$ cat config.mk
export PLATFORM = sky130hd
export DESIGN_NAME = w_load_sched
export DESIGN_NICKNAME = d
export VERILOG_FILES = /design/src/rtl/w_load_sched.sv
export SDC_FILE = /design/constraint.sdc
export NUM_CORES = 1
export LEC_CHECK = 0
export CELL_PAD_IN_SITES_DETAIL_PLACEMENT = 1
export CELL_PAD_IN_SITES_GLOBAL_PLACEMENT = 2
export CORE_UTILIZATION = 24
export DETAILED_ROUTE_END_ITERATION = 10
export PLACE_DENSITY = 0.74
export SLEW_MARGIN = 5
export SYNTH_ARGS = -nofsm -noshare
export SYNTH_HDL_FRONTEND = slang
export SYNTH_SLANG_ARGS = --single-unit
$ cat constraint.sdc
create_clock -name sys_clk -period 1.6 [get_ports sys_clk]
set_input_delay 0.16 -clock sys_clk [delete_from_list [all_inputs] [get_ports sys_clk]]
set_output_delay 0.16 -clock sys_clk [all_outputs]
set_load 0.005 [all_outputs]
$ cat src/rtl/w_load_sched.sv
// rtl/w_load_sched.sv - W-weight load sequencer for the LSTM systolic array
//
// Purpose: for every gate selected in a command mask, clears and starts the
// weight address generator (AG) and streams its temp_buff addresses into the
// selected gate's W_i DPR bank. The temp_buff read port belongs to the load
// while one is in flight; the host may use it only in IDLE or ERR.
//
// Ports:
//   sys_clk, reset_n          clock, async active-low reset
//   i_cmd_valid/o_cmd_ready   load command handshake (ready only in IDLE)
//   i_cmd_gate_mask           gates to load, bit k = gate k
//   i_abort                   abandon the current load, back to IDLE
//   o_ag_rst_n, o_ag_start    AG clear (registered) and count enable
//   i_ag_done/addr/cs         AG sticky done, temp_buff address, chip select
//   o_buff_rd_en/addr         temp_buff read port
//   o_dpr_we/cs/wr_addr       W DPR write port, one cycle behind the read
//   o_gate_sel                gate bank currently written
//   i_host_req/addr, o_host_gnt  host access to the temp_buff read port
//   o_busy, o_load_done, o_err   status: not idle, all gates loaded, timeout

module w_load_sched #(
  parameter int FEATURE_BITS    = 4,
  parameter int NGATES          = 4,
  parameter int GATE_BITS       = 2,
  parameter int MAX_PASS_CYCLES = 255
) (
  input  logic                      sys_clk,
  input  logic                      reset_n,
  input  logic                      i_cmd_valid,
  output logic                      o_cmd_ready,
  input  logic [NGATES-1:0]         i_cmd_gate_mask,
  input  logic                      i_abort,
  output logic                      o_ag_rst_n,
  output logic                      o_ag_start,
  input  logic                      i_ag_done,
  input  logic [2*FEATURE_BITS-1:0] i_ag_addr,
  input  logic [FEATURE_BITS-2:0]   i_ag_cs,
  output logic                      o_buff_rd_en,
  output logic [2*FEATURE_BITS-1:0] o_buff_rd_addr,
  output logic                      o_dpr_we,
  output logic [FEATURE_BITS-2:0]   o_dpr_cs,
  output logic [2*FEATURE_BITS-1:0] o_dpr_wr_addr,
  output logic [GATE_BITS-1:0]      o_gate_sel,
  input  logic                      i_host_req,
  input  logic [2*FEATURE_BITS-1:0] i_host_addr,
  output logic                      o_host_gnt,
  output logic                      o_busy,
  output logic                      o_load_done,
  output logic                      o_err
);

  typedef enum logic [2:0] {S_IDLE, S_CLR, S_RUN, S_NEXT, S_FIN, S_ERR} state_t;

  localparam logic [7:0] LP_PASS_LAST = 8'(MAX_PASS_CYCLES - 1);

  state_t                    r_state;
  logic [NGATES-1:0]         r_mask;
  logic [GATE_BITS-1:0]      r_gate_sel;
  logic                      r_ag_rst_n;
  logic                      r_ag_start;
  logic [7:0]                r_pass_cnt;
  logic                      r_err;
  logic                      r_load_done;
  logic                      r_dpr_we;
  logic [FEATURE_BITS-2:0]   r_dpr_cs;
  logic [2*FEATURE_BITS-1:0] r_dpr_wr_addr;

  logic w_idle;
  logic w_abort;
  logic w_load_rd;
  logic w_host_gnt;

  // Lowest set bit wins: scanning downward lets the lowest index overwrite.
  function automatic logic [GATE_BITS-1:0] f_lowest(input logic [NGATES-1:0] mask);
    f_lowest = '0;
    for (int i = NGATES - 1; i >= 0; i--) begin
      if (mask[i]) f_lowest = GATE_BITS'(i);
    end
  endfunction

  assign w_idle     = (r_state == S_IDLE);
  assign w_abort    = i_abort && !w_idle;
  assign w_load_rd  = (r_state == S_RUN) && !i_ag_done;
  assign w_host_gnt = i_host_req && (w_idle || (r_state == S_ERR));

  // States that own the port never grant the host, so the two read sources
  // are mutually exclusive.
  assign o_buff_rd_en   = w_host_gnt || w_load_rd;
  assign o_buff_rd_addr = w_host_gnt ? i_host_addr :
                          w_load_rd  ? i_ag_addr   : '0;

  assign o_host_gnt    = w_host_gnt;
  assign o_cmd_ready   = w_idle;
  assign o_busy        = !w_idle;
  assign o_ag_rst_n    = r_ag_rst_n;
  assign o_ag_start    = r_ag_start;
  assign o_gate_sel    = r_gate_sel;
  assign o_err         = r_err;
  assign o_load_done   = r_load_done;
  assign o_dpr_we      = r_dpr_we;
  assign o_dpr_cs      = r_dpr_cs;
  assign o_dpr_wr_addr = r_dpr_wr_addr;

  // ag_rst_n / ag_start are set from the state being entered, so they line
  // up with CLR/ERR and RUN without a combinational path to the AG.
  always_ff @(posedge sys_clk or negedge reset_n) begin
    if (!reset_n) begin
      r_state       <= S_IDLE;
      r_mask        <= '0;
      r_gate_sel    <= '0;
      r_ag_rst_n    <= 1'b1;
      r_ag_start    <= 1'b0;
      r_pass_cnt    <= '0;
      r_err         <= 1'b0;
      r_load_done   <= 1'b0;
      r_dpr_we      <= 1'b0;
      r_dpr_cs      <= '0;
      r_dpr_wr_addr <= '0;
    end else begin
      r_load_done <= 1'b0;
      r_ag_rst_n  <= 1'b1;
      r_ag_start  <= 1'b0;

      // temp_buff has one cycle of read latency; abort squashes the
      // write still in the pipe.
      r_dpr_we <= w_load_rd && !w_abort;
      if (w_load_rd) begin
        r_dpr_cs      <= i_ag_cs;
        r_dpr_wr_addr <= i_ag_addr;
      end

      if (w_abort) begin
        r_state    <= S_IDLE;
        r_mask     <= '0;
        r_err      <= 1'b0;
        r_ag_rst_n <= 1'b0;
      end else begin
        case (r_state)
          S_IDLE: begin
            if (i_cmd_valid) begin
              r_mask <= i_cmd_gate_mask;
              if (i_cmd_gate_mask == '0) begin
                r_state <= S_FIN;
              end else begin
                r_gate_sel <= f_lowest(i_cmd_gate_mask);
                r_pass_cnt <= '0;
                r_ag_rst_n <= 1'b0;
                r_state    <= S_CLR;
              end
            end
          end
          S_CLR: begin
            r_pass_cnt <= '0;
            r_ag_start <= 1'b1;
            r_state    <= S_RUN;
          end
          S_RUN: begin
            if (i_ag_done) begin
              r_mask[r_gate_sel] <= 1'b0;
              r_state            <= S_NEXT;
            end else if (r_pass_cnt == LP_PASS_LAST) begin
              r_err      <= 1'b1;
              r_ag_rst_n <= 1'b0;
              r_state    <= S_ERR;
            end else begin
              r_pass_cnt <= r_pass_cnt + 8'd1;
              r_ag_start <= 1'b1;
            end
          end
          S_NEXT: begin
            if (r_mask != '0) begin
              r_gate_sel <= f_lowest(r_mask);
              r_pass_cnt <= '0;
              r_ag_rst_n <= 1'b0;
              r_state    <= S_CLR;
            end else begin
              r_state <= S_FIN;
            end
          end
          S_FIN: begin
            r_load_done <= 1'b1;
            r_state     <= S_IDLE;
          end
          S_ERR: begin
            r_ag_rst_n <= 1'b0;
          end
          default: r_state <= S_IDLE;
        endcase
      end
    end
  end

endmodule

# Word-level counts from Yosys, hierarchy flattened
# Cells that the tools add are included.
word_totals:
  register_bits: 33
  input_bits: 29
  elab_cells: 105
  out_inout_bits: 30
op_classes:
  n_reduce_logical: 23
  muxes: 49
  addsub: 1
  n_bitwise: 3
  magnitude_cmp: 2
  n_eq_ne: 16
ops:
  columns: ["op", "count"]
  rows:
  - ["2-to-1 mux 8 bit", 7]
  - ["one-hot mux 8 bit (4 select lines)", 1]
  - ["2-to-1 mux 2 bit", 11]
  - ["2-to-1 mux 3 bit", 6]
  - ["2-to-1 mux 1 bit", 15]
  - ["one-hot mux 3 bit (5 select lines)", 1]
  - ["2-to-1 mux 4 bit", 3]
  - ["inequality test 2 bit (second input constant)", 6]
  - ["AND reduction 3 bit", 3]
  - ["adder 8 x 1 -> 8 bit (second input constant)", 1]
  - ["equality test 8 bit (second input constant)", 1]
  - ["one-hot mux 4 bit (2 select lines)", 1]
  - ["nonzero test 4 bit", 2]
  - ["AND reduction 7 bit", 1]
  - ["equality test 3 x 2 -> 1 bit (second input constant)", 2]
  - ["equality test 3 bit (second input constant)", 2]
  - ["nonzero test 2 bit", 3]
  - ["logical AND 1 bit", 5]
  - ["AND reduction 5 bit", 1]
  - ["bitwise AND 4 bit", 1]
  - ["logical NOT 4 bit", 1]
  - ["inequality test 4 x 3 -> 1 bit (second input constant)", 1]
  - ["NOT 4 bit", 1]
  - ["one-hot mux 1 bit (4 select lines)", 1]
  - ["other kinds (14)", 17]

# Longest topological paths before layout
logic_depth:
  word_depth: 9
  depth_mapped: 7
  mapped_depth_nobuf: 7

# Least setup slack after synthesis
# OpenSTA, ideal clock, no wires.
synth_timing:
  kind: "register to register"
  from: "reg r_state[1]"
  to: "reg r_pass_cnt[6]"
  arrival_ps: 1627
  path_buffers: 1
  path_stages_with_launch: 7
  required_time_ps: 1496
  path_slack_ps: -130
  setup_time_ps: 104
  period_less_slack_ps: 1730
  path_cell_list: "dfrtp_1 buf_6 inv_2 a311oi_4 a2111oi_2 nand3_1 o41ai_2"
synth_between:
  elab_chain_len: 5
  word_cells_on_any_way: 15
  classes_between: "eq/ne (8); mux (1); bitwise (1); reduce/logical (5)"
synth_rtl:
  columns: ["element", "line_no", "text"]
  rows:
  - ["start, declared", "56", "state_t r_state;"]
  - ["start signal, assigned", "108", "r_state <= S_IDLE;"]
  - ["start signal, assigned", "133", "r_state <= S_IDLE;"]
  - ["start signal, assigned", "143", "r_state <= S_FIN;"]
  - ["branches (longest 5 deep; another with AND reduction 7 bit)", null, null]
  - ["end signal, assigned", "166", "r_pass_cnt <= r_pass_cnt + 8'd1;"]
  - ["end, declared", "61", "logic [7:0] r_pass_cnt;"]
# Several ways; the timed one is not identified.
# A chain may end at the register's enable or synchronous reset.

# Final worst setup path
layout_timing:
  from: "reg r_state[2]"
  to: "out o_buff_rd_addr[0]"
layout_between:
  elab_chain_len: 4
  word_cells_on_any_way: 8
  classes_between: "eq/ne (2); mux (2); reduce/logical (4)"
layout_rtl:
  columns: ["element", "line_no", "text"]
  rows:
  - ["equality test 3 x 2 -> 1 bit, or another cell as far along", "83", "assign w_load_rd = (r_state == S_RUN) && !i_ag_done;"]
  - ["logical AND 1 bit or logical OR 1 bit (tied branches)", "83, 84", null]
  - ["2-to-1 mux 8 bit or logical AND 1 bit (tied branches)", "90, 84", null]
  - ["2-to-1 mux 8 bit *", "89", "assign o_buff_rd_addr = w_host_gnt ? i_host_addr :"]
  - ["end, declared", "39", "output logic [2*FEATURE_BITS-1:0] o_buff_rd_addr,"]
# Mark *: on every way between the ends. The rest lies on a longest branch, timed or not.

==> flow_summary.ini <==
[global_route]
gr-total-overflow = 0
antenna_found_initial = 0
grt_max_degree = 34
grt_pass1_vias = 2401
grt.total_usage_pct = 19.4
grt_pass1_wl_um = 12400

[synthesis]
async_reset_ff_share_pct = 100
syn_area_per_cell_um2 = 8.43
synth.area.top_cells = dfrtp_1 (42%), nand2_1 (14%), o21ai_0 (3.1%), nor2_1 (3.1%), a21oi_1 (2.9%)
synth_top_area_cell = dfrtp_1
synth_ff_type = dfrtp_1
synth_top_area_share_pct = 41.9
syn_nets = 258
yosysSeqAreaShare_pct = 43.2
synth_seq_cells = 33
yosys.cell_types.count = 50
synth_cells = 227
syn-cell-area_mm2 = 0.00191
yosys_warnings = 0
synth-edff-count = 0

[clocking]
cts-root-buf = clkbuf_8
cts_buffer_depth = 2
cts_sinks = 33
ctsHtreeMaxLevel = 2
cts_made_buffers = 5
clkLatencyLatePin_ns = 0.30
cts.reportedPaths.clkPinSlew_ns = 0.07
cts_tree = built

[placed_design]
gp_congestion = 0.758
port_buffers = 58
placed_area_mm2 = 0.00302
place_ws_ns = -0.582
dp_hpwl_um = 5010

[pwr]
p_per_area_mw_per_mm2 = 1570
switching_share_pct = 39.0
pwr-share-seq_pct = 21.6
p_leak_nw = 1.78
max-vdd-ir-drop_mv = 0.823
p_comb_share_pct = 66.2
p_sw_w = 0.00235
internal-power_w = 0.00366
clkPwrFrac_pct = 12.2

[status]
status = finished with violations
violations = negative setup slack

[setup_path]
endpoint_kind = output port
cp_data_required_time_ns = 1.44
cp-start-kind = flip-flop
cp.arrival_ns = 1.74
critPathKind = flip-flop to output port
worstPathMaxFanout = 3

[sta]
fmax_ghz = 0.526
setup_viol = 22
hold_viol_final = 0
setup_slack_ns = -0.300
setup_tns_ns = -3.13
tightest_slew_ns = 0.455
finClkSkew_ns = 0.00508
period_minus_slack_ns = 1.90
holdWs_ns = 0.283
rsz0062_at_grt = yes
slew_violations = 0
slew_headroom_pct = 69.5
min_period_over_period_pct = 119

[drt]
num_vias = 2235
drt_wl_total_um = 8200
first_pass_iters = 4
ant_nets = 0
drcViolationCount = 0
drtIter0Drc = 36
vias_per_cell = 4.70
routedWlPerCell_um = 17.2

[floorplan]
coreArea_mm2 = 0.00773
start_util_pct = 24.8
num_io_pins = 59
fp-row-count = 32
die_x_um = 91.3
die-height_um = 91.3
die_area_mm2 = 0.00833

[run]
drv_cap = 0

[hold_path]
min_path_type = input pin to flip-flop

[cells_and_area]
final_cell_area_mm2 = 0.00383
drive_gt1_share_pct = 47.3
syn_to_final_growth_pct = 100
nNetsFinal = 404
antennaDiodeCount = 0
==> cells in the mapped netlist, types with 2 or more instances <==
cell type  count
nand2_1       70
dfrtp_1       32
nor2_1        16
o21ai_0       12
a21oi_1       11
inv_1         10
nand3_1        9
a31oi_1        7
clkbuf_1       4
nand2b_1       4
a211oi_1       3
nor3_1         3
o22ai_1        3
a41oi_1        2
ha_1           2
mux2_2         2
o32ai_1        2
or2_2          2
or3_1          2
==> placed cells by master, fill, tap and decap left out, types with 3 or more instances in the layout <==
cell type and n:
buf_4 65, nand2_1 56, clkdlybuf4s50_1 41, dfrtp_1 32, buf_6 21, nor2_1 11, nand2_2 10, buf_2 10
inv_1 9, nand3_1 7, a21oi_1 7, clkbuf_8 7, nor2_4 5, o21ai_1 4, a31oi_4 4, o21ai_2 4
a31oi_1 3, o22ai_4 3, o21ai_0 3, dlymetal6s2s_1 3, buf_12 3
==> registers in the layout, indices dropped and copies added (netlist names) <==
name	cells
o_ag_rst_n	1
o_ag_start	1
o_load_done	1
r_pass_cnt	8
r_mask	4
o_err	1
o_gate_sel	2
o_dpr_we	1
o_dpr_cs	3
o_dpr_wr_addr	8
r_state	3
==> path summary, 6_finish.rpt <==
check                                             start                           end  slack, ns  depth (start not counted)
setup / recovery                 r_state[2]$_DFFE_PN0P_             o_buff_rd_addr[0]      -0.30                          8
hold / removal                       i_cmd_gate_mask[1]         r_mask[1]$_DFFE_PN0P_       0.28                          4
setup reg to reg                 r_state[1]$_DFFE_PN0P_     r_pass_cnt[6]$_DFFE_PN0P_      -0.17                          6
hold reg to reg            o_dpr_wr_addr[0]$_DFFE_PN0P_  o_dpr_wr_addr[0]$_DFFE_PN0P_       0.48                          2
max in group asynchronous                       reset_n          o_ag_rst_n$_DFF_PN1_       0.82                          3
min in group asynchronous                       reset_n     r_pass_cnt[1]$_DFFE_PN0P_       0.43                          3
==> cells by family (layout without fill, tap and decap cells) <==
kind of cell / after synthesis / after routing / synth area share, %
and+or+nand+nor: 117 / 117 / 27.2
AOI/OAI and AO/OA: 52 / 52 / 20.2
DFF: 33 / 33 / 43.2
buffers and inverters: 20 / 167 / 6.41
adders and majority gates: 2 / 2 / 1.31
muxes: 2 / 2 / 1.18
xor gates and xnor gates: 1 / 1 / 0.458
==> critical path: stages (launching register included) <==
cell and delay [ns]:
dfrtp_1 0.40, or2_4 0.27, a21oi_4 0.22, clkbuf_16 0.18, buf_6 0.09, buf_6 0.09, nand2_2 0.04, nand2_1 0.05
buf_2 0.10
==> what timing repair did <==
item / in CTS / in global routing
endpoints found under the setup margin: 31 / 32
buffers inserted: 23 / 10
hold buffers: 1 / 0
pin swaps: 43 / 26
endpoints found under the hold margin: 32 / 0
resized for setup: 125 / 43
gates cloned: 2 / 0
==> per-stage QoR <==
| step | power, W | util [%] | std cells |
|---|---|---|---|
| after floorplan | 0.00251 | - | 227 |
| after global placement | 0.00398 | 39.0 | 437 |
| after detailed placement | 0.00405 | 39.0 | 437 |
| after CTS | 0.00564 | 46.6 | 470 |
| after global routing | 0.00638 | 49.5 | 476 |
| final | 0.00601 | 49.5 | 476 |
==> power by group through the flow <==
stage / logic [W] / clock network [W] / registers, W
finish: 0.00398 / 0.000734 / 0.00130
global route: 0.00426 / 0.000786 / 0.00134
CTS: 0.00358 / 0.000748 / 0.00130
detailed placement: 0.00274 / 0 / 0.00131
global placement: 0.00268 / 0 / 0.00130
floorplan: 0.00118 / 0 / 0.00132
==> layer usage <==
| layer | global-route usage (%) | share of wire, % | vias to the layer above |
|---|---|---|---|
| li1 | - | - | 1081 |
| met1 | 22.6 | 41 | 1110 |
| met2 | 35.3 | 55 | 35 |
| met3 | 4.10 | 2.6 | 9 |
| met4 | 5.82 | 1.5 | 0 |
| met5 | 0 | 0 | - |
==> cell type report <==
cell class | instances | area (um2)
Sequential cell | 33 | 827
Multi-Input combinational cell | 174 | 1380
Clock buffer | 7 | 96.3
Tap cell | 102 | 128
Clock inverter | 1 | 5.00
Timing Repair Buffer | 148 | 1350
Inverter | 11 | 43.8
Fill cell | 879 | 3900
Power figures use the tool's default switching activity.
